### src/rtl/motor_ramp_ctrl_if.sv
// Command handshake bundle between a motion sequencer and motor_ramp_ctrl.
// Pure wiring, no latency; cmd_ready is the only backpressure signal.
// Build option honoured by the consumer: MOTOR_RAMP_BRAKE_EN (adds brake port).
interface motor_ramp_ctrl_if #(
    parameter int CTR_LEN = 8
);
    logic               cmd_valid;
    logic               cmd_ready;
    logic               cmd_dir;
    logic [CTR_LEN-1:0] cmd_speed;

    modport master (
        output cmd_valid,
        output cmd_dir,
        output cmd_speed,
        input  cmd_ready
    );

    modport slave (
        input  cmd_valid,
        input  cmd_dir,
        input  cmd_speed,
        output cmd_ready
    );
endinterface

### src/rtl/motor_ramp_ctrl.sv
// Slews pwm compare toward a commanded direction/speed; reversals pass through zero plus dead-time. Optional brake: MOTOR_RAMP_BRAKE_EN.
// Latency: all outputs registered; first duty step lands TICK_DIV cycles after the accept edge.
// Backpressure: cmd_ready drops only during the dead-time hold (and while brake is applied).
module motor_ramp_ctrl #(
    parameter int CTR_LEN     = 8,
    parameter int STEP        = 1,
    parameter int TICK_DIV    = 1024,
    parameter int DEAD_CYCLES = 16
) (
    input  logic               clk,
    input  logic               rst,
`ifdef MOTOR_RAMP_BRAKE_EN
    input  logic               brake,
`endif
    motor_ramp_ctrl_if.slave   cmd,
    output logic [CTR_LEN-1:0] compare,
    output logic               direction,
    output logic               at_target
);

    localparam int TW = (TICK_DIV > 1) ? $clog2(TICK_DIV) : 1;
    localparam int DW = (DEAD_CYCLES > 1) ? $clog2(DEAD_CYCLES) : 1;
    localparam logic [TW-1:0]      TICK_LAST = TW'(TICK_DIV - 1);
    localparam logic [DW-1:0]      DEAD_LAST = DW'(DEAD_CYCLES - 1);
    localparam logic [CTR_LEN-1:0] STEP_C    = CTR_LEN'(STEP);

    typedef enum logic [1:0] {HOLD, RAMP, DEAD} state_t;

    state_t             state;
    logic               tgt_dir;
    logic [CTR_LEN-1:0] tgt_speed;
    logic [TW-1:0]      tick_cnt;
    logic [DW-1:0]      dead_cnt;

    logic               tick;
    logic               accept;
    logic               acc_hold;
    logic               ramp_hold;
    logic [CTR_LEN:0]   up_sum;
    logic [CTR_LEN-1:0] ramp_cmp;

    assign tick     = (tick_cnt == TICK_LAST);
    assign accept   = cmd.cmd_valid && cmd.cmd_ready;
    assign acc_hold = (compare == cmd.cmd_speed) &&
                      ((direction == cmd.cmd_dir) || (cmd.cmd_speed == '0));
    // Extra carry bit keeps a near-full-scale step from wrapping past the target.
    assign up_sum   = {1'b0, compare} + {1'b0, STEP_C};

    always_comb begin
        ramp_cmp = compare;
        if (direction != tgt_dir)
            ramp_cmp = (compare > STEP_C) ? compare - STEP_C : '0;
        else if (compare < tgt_speed)
            ramp_cmp = (up_sum > {1'b0, tgt_speed}) ? tgt_speed : up_sum[CTR_LEN-1:0];
        else if (compare > tgt_speed)
            ramp_cmp = ((compare - tgt_speed) > STEP_C) ? compare - STEP_C : tgt_speed;
    end

    assign ramp_hold = (ramp_cmp == tgt_speed) &&
                       ((direction == tgt_dir) || (tgt_speed == '0));

    always_ff @(posedge clk) begin
        if (rst) begin
            compare       <= '0;
            direction     <= 1'b0;
            tgt_dir       <= 1'b0;
            tgt_speed     <= '0;
            tick_cnt      <= '0;
            dead_cnt      <= '0;
            state         <= HOLD;
            at_target     <= 1'b1;
            cmd.cmd_ready <= 1'b1;
        end else begin
            tick_cnt <= tick ? '0 : tick_cnt + 1'b1;
`ifdef MOTOR_RAMP_BRAKE_EN
            if (brake) begin
                compare       <= '0;
                tgt_speed     <= '0;
                state         <= HOLD;
                at_target     <= 1'b1;
                cmd.cmd_ready <= 1'b0;
            end else
`endif
            begin
                cmd.cmd_ready <= 1'b1;
                if (accept) begin
                    tgt_dir   <= cmd.cmd_dir;
                    tgt_speed <= cmd.cmd_speed;
                    tick_cnt  <= '0;
                    state     <= acc_hold ? HOLD : RAMP;
                    at_target <= acc_hold;
                end else begin
                    case (state)
                        RAMP: begin
                            if (tick) begin
                                // Not in HOLD here, so compare==0 with a mismatched
                                // direction implies a non-zero target: start dead-time.
                                if ((direction != tgt_dir) && (compare == '0)) begin
                                    state         <= DEAD;
                                    dead_cnt      <= '0;
                                    cmd.cmd_ready <= 1'b0;
                                end else begin
                                    compare <= ramp_cmp;
                                    if (ramp_hold) begin
                                        state     <= HOLD;
                                        at_target <= 1'b1;
                                    end
                                end
                            end
                        end
                        DEAD: begin
                            dead_cnt <= dead_cnt + 1'b1;
                            if (dead_cnt == DEAD_LAST) begin
                                direction <= tgt_dir;
                                tick_cnt  <= '0;
                                state     <= RAMP;
                            end else begin
                                cmd.cmd_ready <= 1'b0;
                            end
                        end
                        default: ;
                    endcase
                end
            end
        end
    end

endmodule

### src/flat_wrapper.sv
// flat-port wrapper written by rule: the top's interface ports become plain ports
module motor_ramp_ctrl_flat 
#(
    parameter int CTR_LEN     = 8,
    parameter int STEP        = 1,
    parameter int TICK_DIV    = 1024,
    parameter int DEAD_CYCLES = 16
)
  (clk, rst, compare, direction, at_target, cmd_cmd_valid, cmd_cmd_dir, cmd_cmd_speed, cmd_cmd_ready);
  motor_ramp_ctrl_if #(.CTR_LEN(CTR_LEN)) cmd_i ();
  input  logic clk;
  input  logic rst;
  output logic [CTR_LEN-1:0] compare;
  output logic direction;
  output logic at_target;
  input wire logic [$bits(cmd_i.cmd_valid)-1:0] cmd_cmd_valid;
  input wire logic [$bits(cmd_i.cmd_dir)-1:0] cmd_cmd_dir;
  input wire logic [$bits(cmd_i.cmd_speed)-1:0] cmd_cmd_speed;
  output wire logic [$bits(cmd_i.cmd_ready)-1:0] cmd_cmd_ready;
  assign cmd_i.cmd_valid = cmd_cmd_valid;
  assign cmd_i.cmd_dir = cmd_cmd_dir;
  assign cmd_i.cmd_speed = cmd_cmd_speed;
  assign cmd_cmd_ready = cmd_i.cmd_ready;
  motor_ramp_ctrl #(.CTR_LEN(CTR_LEN), .STEP(STEP), .TICK_DIV(TICK_DIV), .DEAD_CYCLES(DEAD_CYCLES)) u_core (.clk(clk), .rst(rst), .cmd(cmd_i), .compare(compare), .direction(direction), .at_target(at_target));
endmodule
### config.mk
export PLATFORM = sky130hd
export DESIGN_NAME = motor_ramp_ctrl_flat
export DESIGN_NICKNAME = d
export VERILOG_FILES = /design/src/rtl/motor_ramp_ctrl_if.sv /design/src/rtl/motor_ramp_ctrl.sv /design/src/flat_wrapper.sv
export SDC_FILE = /design/constraint.sdc
export NUM_CORES = 1
export LEC_CHECK = 0
export BUFFER_PORTS_ARGS = -buffer_cell sky130_fd_sc_hd__buf_2
export CAP_MARGIN = 20
export CORE_MARGIN = 1.5
export CORE_UTILIZATION = 45
export CTS_BUF_LIST = sky130_fd_sc_hd__clkbuf_4 sky130_fd_sc_hd__clkbuf_8
export DETAILED_ROUTE_END_ITERATION = 8
export GPL_TIMING_DRIVEN = 0
export PLACE_DENSITY = 0.6
export SYNTH_ARGS = -nofsm -noshare
export SYNTH_HDL_FRONTEND = slang
export SYNTH_SLANG_ARGS = --single-unit
### constraint.sdc
create_clock -name clk -period 8.7 [get_ports clk]
set_input_delay 0.87 -clock clk [delete_from_list [all_inputs] [get_ports clk]]
set_output_delay 0.87 -clock clk [all_outputs]
set_load 0.01 [all_outputs]
=== After elaboration in Yosys (flattened, before gate mapping) ===
Cells that the tools add are included.

* Reduce and logical (&&, ||, !) cells: 20
* Muxes and demuxes: 28
* $lt $le $gt $ge: 5
* Bitwise logic cells: 2
* Eq/ne operators: 15
* Add/sub/neg operators: 5

{| class="wikitable"
|+ Operator list
! kind !! count
|-
| $mux W8 || 6
|-
| $mux W10 || 3
|-
| $logic_not A8 Y1 || 3
|-
| $eq A8 B8 Y1 || 2
|-
| $gt A8 B1 Y1 const B || 2
|-
| $reduce_and A4 Y1 || 4
|-
| $add A10 B1 Y10 const B || 1
|-
| $eq A10 B10 Y1 const B || 1
|-
| $mux W2 || 5
|-
| $add A8 B1 Y9 const B || 1
|-
| $gt A9 B8 Y1 || 1
|-
| $mux W1 || 9
|-
| $gt A8 B8 Y1 || 1
|-
| $lt A8 B8 Y1 || 1
|-
| $mux W4 || 2
|-
| $pmux W4 S2 || 1
|-
| $reduce_bool A2 Y1 || 4
|-
| $sub A8 B1 Y8 const B || 1
|-
| $sub A8 B8 Y8 || 1
|-
| $ne A2 B1 Y1 const B || 3
|-
| $ne A3 B1 Y1 const B || 2
|-
| $add A4 B1 Y4 const B || 1
|-
| $eq A4 B4 Y1 const B || 1
|-
| $logic_and A1 B1 Y1 || 4
|-
| 12 further kinds || 15
|}

* Logic and storage cells: 84
* Output and inout bits: 11
* Flip-flop bits (word level): 36

=== Depth between registers and ports, before layout ===
* Depth after elaboration: 13
* Gate-level depth with buffers: 16
* Mapped depth without buffers: 15

=== Worst setup path after synthesis ===
No wires, ideal clock.

* Path kind: register -> register
* Start: register u_core.compare[3]
* End: register u_core.state[0]
* Setup slack: 4,478 ps
* Library setup time: 123 ps
* Data arrival time: 4,099 ps
* Buffers on the path: 1
* Stages on the path, launching flop included: 17
* Cell sequence: dfxtp_1 > buf_2 > and4_1 > nand2_1 > xnor2_1 > inv_1 > ha_1 > a211oi_1 > o21ai_0 > o31a_1 > or4_1 > and4_1 > o21ai_0 > o2111ai_1 > or4_4 > a41oi_2 > mux2_1

* Word-level cells in the longest chain between the ends: 10
* Elaborated cells on any way between the ends: 27
* Those cells by class: 3 x add/sub; 5 x order compare; 3 x eq/ne; 11 x mux; 5 x reduce/logical

{| class="wikitable"
|+ RTL lines
! item !! RTL line !! text
|-
| start: declaration || motor_ramp_ctrl.sv:16 || <nowiki>output logic [CTR_LEN-1:0] compare,</nowiki>
|-
| start signal: assignment || motor_ramp_ctrl.sv:103 || <nowiki>compare <= ramp_cmp;</nowiki>
|-
| $sub A8 B8 Y8 || motor_ramp_ctrl.sv:56 || <nowiki>ramp_cmp = ((compare - tgt_speed) > STEP_C) ? compare - STEP_C : tgt_speed;</nowiki>
|-
| $gt A8 B1 Y1 || motor_ramp_ctrl.sv:56 ||
|-
| $mux W8 || motor_ramp_ctrl.sv:56 ||
|-
| $mux W8 || motor_ramp_ctrl.sv:55 || <nowiki>else if (compare > tgt_speed)</nowiki>
|-
| $mux W8 || motor_ramp_ctrl.sv:53 || <nowiki>else if (compare < tgt_speed)</nowiki>
|-
| $mux W8 || motor_ramp_ctrl.sv:51 || <nowiki>if (direction != tgt_dir)</nowiki>
|-
| $eq A8 B8 Y1 || motor_ramp_ctrl.sv:59 || <nowiki>assign ramp_hold = (ramp_cmp == tgt_speed) &&</nowiki>
|-
| $logic_and A1 B1 Y1 || motor_ramp_ctrl.sv:59 ||
|-
| $ne A4 B1 Y1 (no source line) || -- ||
|-
| $reduce_and A4 Y1 (no source line) || -- ||
|-
| end signal: assignment || motor_ramp_ctrl.sv:90 || <nowiki>state <= acc_hold ? HOLD : RAMP;</nowiki>
|-
| end: declaration || motor_ramp_ctrl.sv:29 || <nowiki>state_t state;</nowiki>
|}

Parallel ways exist; a longest one is shown, timed or not. The select of a mux whose other input is x is not followed.
A chain may end at the register's enable or synchronous reset.

=== Worst setup path after layout ===
* Start: register u_core.tgt_speed[5]
* End: register u_core.state[0]

* Word-level cells in the longest chain between the ends: 10
* Elaborated cells on any way between the ends: 16
* Those cells by class: 1 x add/sub; 4 x order compare; 2 x eq/ne; 5 x mux; 4 x reduce/logical

{| class="wikitable"
|+ RTL lines
! item !! RTL line !! text
|-
| start: declaration || motor_ramp_ctrl.sv:31 || <nowiki>logic [CTR_LEN-1:0] tgt_speed;</nowiki>
|-
| start signal: assignment || motor_ramp_ctrl.sv:88 || <nowiki>tgt_speed <= cmd.cmd_speed;</nowiki>
|-
| $sub A8 B8 Y8 || motor_ramp_ctrl.sv:56 ||
|-
| $gt A8 B1 Y1 || motor_ramp_ctrl.sv:56 ||
|-
| $mux W8 || motor_ramp_ctrl.sv:56 ||
|-
| $mux W8 || motor_ramp_ctrl.sv:55 ||
|-
| $mux W8 || motor_ramp_ctrl.sv:53 ||
|-
| $mux W8 || motor_ramp_ctrl.sv:51 ||
|-
| $eq A8 B8 Y1 || motor_ramp_ctrl.sv:59 ||
|-
| $logic_and A1 B1 Y1 (*) || motor_ramp_ctrl.sv:59 ||
|-
| $ne A4 B1 Y1 (no source line) (*) || -- ||
|-
| $reduce_and A4 Y1 (no source line) (*) || -- ||
|}

Every way passes the cells marked *; elsewhere a longest branch is shown, timed or not.

==> metrics.sh <==
FP-ROW-COUNT=33
SYNTH_TOP_AREA_FRAC=0.1876
SEQ_POWER_SHARE=0.374
P_COMB_FRAC=0.381
GRT_USAGE=0.3299
FIN_TOTAL_PWR_uW=460.9
ANTENNA_VIOLATING_NETS_POST_ROUTE=0
MAPPEDNETLISTNETS=562
SWITCHING_SHARE=0.3798
FINAL_NETS=590
PATH_MAX_FANOUT=10
INITIAL_UTILIZATION=0.4652
WORST_PIN_SLEW_NS=0.8550
POST-PLACE-WS_NS=3.549
DRV_CAP=0
SYNTH-EDFF-COUNT=0
WORST_SETUP_PATH_START_KIND='register'
LAYOUT_COMMON_CELLS='sky130_fd_sc_hd__nor2_1 (53), sky130_fd_sc_hd__nand2_1 (49), sky130_fd_sc_hd__a21oi_1 (38), sky130_fd_sc_hd__dfxtp_1 (36)'
DIE_H_UM=95.39
POSTLAYOUTCOREUTIL=0.5036
DP_HPWL_UM=10760
DIE_W_UM=95.39
P_INT_uW=285.8
MAX_SLEW_MARGIN=0.4259
FIRST_GLOBAL_VIAS=4127
OUTCOME='completed'
DRTITER0DRC=417
SHARE_OF_SYNTHESIZED_FLIP_FLOPS_WITH_AN_ASYNCHRONOUS_SET_OR_RESET=0
VIAS=4303
REG2REG_FROM='u_core.tgt_speed[5]$_SDFFE_PP0P_'
CORE_AREA_SQ_MM=0.008258
YOSYS.AREA.TOP_TYPE='sky130_fd_sc_hd__dfxtp_1'
DR.PASS1.ITERS=7
LAYOUT.CELLS.MOST_COMMON='sky130_fd_sc_hd__nor2_1'
WORST_R2R_END='u_core.state[0]$_SDFFE_PP0P_'
FINAL_HOLD_VIOL_COUNT=0
INSERTION_DELAY_NS=0.28
CTSRESIZECOUNT=0
REG2REG_DEPTH=15
ANTENNA_CELLS_INSERTED=0
LEAKAGE_nW=1.555
SYNTHCELLS=525
HP-START='u_core.tick_cnt[0]$_SDFF_PP0_'
SYNTH_TOP_CELLS_BY_AREA='sky130_fd_sc_hd__dfxtp_1 (19%), sky130_fd_sc_hd__ha_1 (7.8%), sky130_fd_sc_hd__xnor2_1 (6.2%)'
PLACEMENT.IO_BUFFERS=21
CRITICAL_PATH.ENDPOINT_TYPE='register'
CRITPATHARRIVALTIME_NS=5.56
SLEW_VIOLATIONS=0
HOLDBUFCOUNTCTS=0
GRT_MAX_DEGREE=11
WIRELENGTH_UM=14220
REGAREA_SQ_UM=720.7
FILL_CELLS=861
PLACE_CONGESTION=1.028
MIN_PERIOD_OVER_PERIOD=0.6206
FP.DIEAREA_SQ_MM=0.009099
TOP_LEVEL_PORTS=23
SYNTH-SEQ-AREA-SHARE=0.1876
SYNTH_FLOP_CELL='sky130_fd_sc_hd__dfxtp_1'
AREA_GROWTH_PCT=8.274
POST-ROUTE-DRC-COUNT=0
DP_CELLS=651
NUMCTSBUFFERS=5
PWR-SHARE-CLK=0.245
YOSYSWARNINGS=0
CLKSLEWWORSTSETUPHOLDPATHS_NS=0.07
SYNTH.AVG_CELL_AREA_SQ_UM=7.317
SETUP_TOTAL_NEGATIVE_SLACK_NS=0
SETUP_VIOL_COUNT_FINAL=0
TIMING.FINAL.CRIT_PERIOD_NS=5.399
REG2REG_SLACK_NS=3.30
DRT-WIRELENGTH-PER-CELL_UM=21.61
AVGVIACOUNTPERCELL=6.540
CLOCK_SKEW_NS=0.005991
FINAL.SETUP.WORST_SLACK_NS=3.301
TRITONCTS='done'
CRIT_TYPE='register to register'
HOLD_END='u_core.tick_cnt[0]$_SDFF_PP0_'
CTS_HTREE_LEVELS=2
GRT_PASS1_WL_UM=22360
CTS_SETUP_BUFFERS=0
SYNTHESIS.AREA_SQ_MM=0.003841
YS_FF_LATCH=36
YOSYSUNIQUECELLTYPES=77
GRT-OVFL-TOTAL=0
MAXCLOCKFREQUENCY_GHz=0.1852
INITIAL_ANTENNA_VIOLATION_COUNT=0
GRT_SETUP_UNREPAIRED='no'
MULTI_INPUT_LOGIC_AREA_SQ_MM=0.002860
POWER.IR.VDD_WORST_uV=107.8
LAYOUT-DRIVE-GT1-SHARE=0.1049
CTS-ROOT-TO-SINK-BUFFERS=2
WORSTPATHREQUIRED_NS=8.86
MIN_PATH_CELLS=1
HOLD_PATH_CLASS='register to register'
ROOT_BUFFER='sky130_fd_sc_hd__clkbuf_8'
POWER.DENSITY_mW_PER_MM2=110.8
FINAL_CELL_COUNT_NO_FILL=658
NUM_CLOCK_SINKS=36
POWER_SWITCHING_uW=175.1
-- synth_stat cells, drive strengths merged (6+ instances only) --
| cell type | number |
|---|---|
| nor2 | 53 |
| nand2 | 49 |
| a21oi | 38 |
| dfxtp | 36 |
| o21ai | 31 |
| xnor2 | 27 |
| nand3 | 25 |
| ha | 24 |
| inv | 22 |
| clkbuf | 21 |
| buf | 16 |
| nor3 | 15 |
| a211oi | 11 |
| nand4 | 11 |
| o31ai | 11 |
| nand2b | 9 |
| nor4 | 8 |
| o211ai | 8 |
| and4 | 6 |
| or4 | 6 |
| xor2 | 6 |
-- how the worst max path moves through the flow --
stage                                      from                            to  slack [ns]  cells past startpoint
2_1_floorplan    u_core.compare[3]$_SDFFE_PP0P_  u_core.state[0]$_SDFFE_PP0P_        4.48                     16
3_3_place_gp   u_core.tgt_speed[5]$_SDFFE_PP0P_  u_core.state[0]$_SDFFE_PP0P_        3.58                     15
3_5_place_dp   u_core.tgt_speed[5]$_SDFFE_PP0P_  u_core.state[0]$_SDFFE_PP0P_        3.55                     15
4_1_cts        u_core.tgt_speed[5]$_SDFFE_PP0P_  u_core.state[0]$_SDFFE_PP0P_        3.51                     15
5_1_grt          u_core.compare[6]$_SDFFE_PP0P_  u_core.state[0]$_SDFFE_PP0P_        3.28                     15
6_report       u_core.tgt_speed[5]$_SDFFE_PP0P_  u_core.state[0]$_SDFFE_PP0P_        3.30                     15
-- power groups by stage --
stage | registers [mW] | clock network [mW] | logic [mW]
after floorplan | 0.175 | 0 | 0.117
after global placement | 0.176 | 0 | 0.167
after detailed placement | 0.176 | 0 | 0.167
after CTS | 0.172 | 0.120 | 0.168
after global routing | 0.173 | 0.125 | 0.187
final | 0.173 | 0.113 | 0.176
-- worst max-delay path, cell delays in order, from the launching register on --
cell and delay (ns):
sky130_fd_sc_hd__dfxtp_1 0.31, sky130_fd_sc_hd__clkbuf_1 0.40, sky130_fd_sc_hd__inv_1 0.24, sky130_fd_sc_hd__ha_1 0.33
sky130_fd_sc_hd__buf_2 0.18, sky130_fd_sc_hd__nand4_1 0.38, sky130_fd_sc_hd__a211oi_1 0.58, sky130_fd_sc_hd__or2_1 0.17
sky130_fd_sc_hd__buf_2 0.21, sky130_fd_sc_hd__buf_2 0.31, sky130_fd_sc_hd__nand2_1 0.25, sky130_fd_sc_hd__o21ai_0 0.42
sky130_fd_sc_hd__o2111ai_1 0.25, sky130_fd_sc_hd__or4_4 0.62, sky130_fd_sc_hd__a41oi_2 0.27, sky130_fd_sc_hd__mux2_1 0.35
-- per-stage QoR --
stage	hold slack, ns	instance area [sq um]
2_1_floorplan	0.4297	3841
3_3_place_gp	0.4477	4078
6_report	0.4641	4159
3_5_place_dp	0.4504	4078
5_1_grt	0.4888	4159
4_1_cts	0.4674	4159
-- layout make-up --
class | instances | share of cell area
tap | 105 | 0.03159
sequential | 36 | 0.1733
timing repair buffer | 21 | 0.02527
inverter | 23 | 0.02076
clock inverter | 1 | 0.001203
multi-input combinational | 429 | 0.6877
clock buffer | 6 | 0.01835
buffer | 37 | 0.04182
-- cell families after synthesis --
kind of cell | count (synthesis) | share of synthesized area
and+or+nand+nor | 209 | 0.2801
xor gates and xnor gates | 33 | 0.07525
adders and majority gates | 25 | 0.08339
AOI/OAI and AO/OA | 154 | 0.2840
buffers and inverters | 60 | 0.06775
DFF | 36 | 0.1876
muxes | 8 | 0.02182
-- sequential cells by signal, indices dropped and copies added, names as in the netlist --
name	count
u_core.at_target	1
u_core.cmd.cmd_ready	1
u_core.dead_cnt	4
u_core.tgt_speed	8
u_core.tgt_dir	1
u_core.tick_cnt	10
u_core.compare	8
u_core.state	2
u_core.direction	1
-- routing by layer --
metal  vias to the layer above  GRT usage  wire length (um)
li1                       1997          -                 -
met1                      2005     0.4143              5951
met2                       239     0.5337              6408
met3                        62    0.04466              1037
met4                         0     0.1998               820
met5                         -          0                 0
Power figures use the tool's default switching activity.
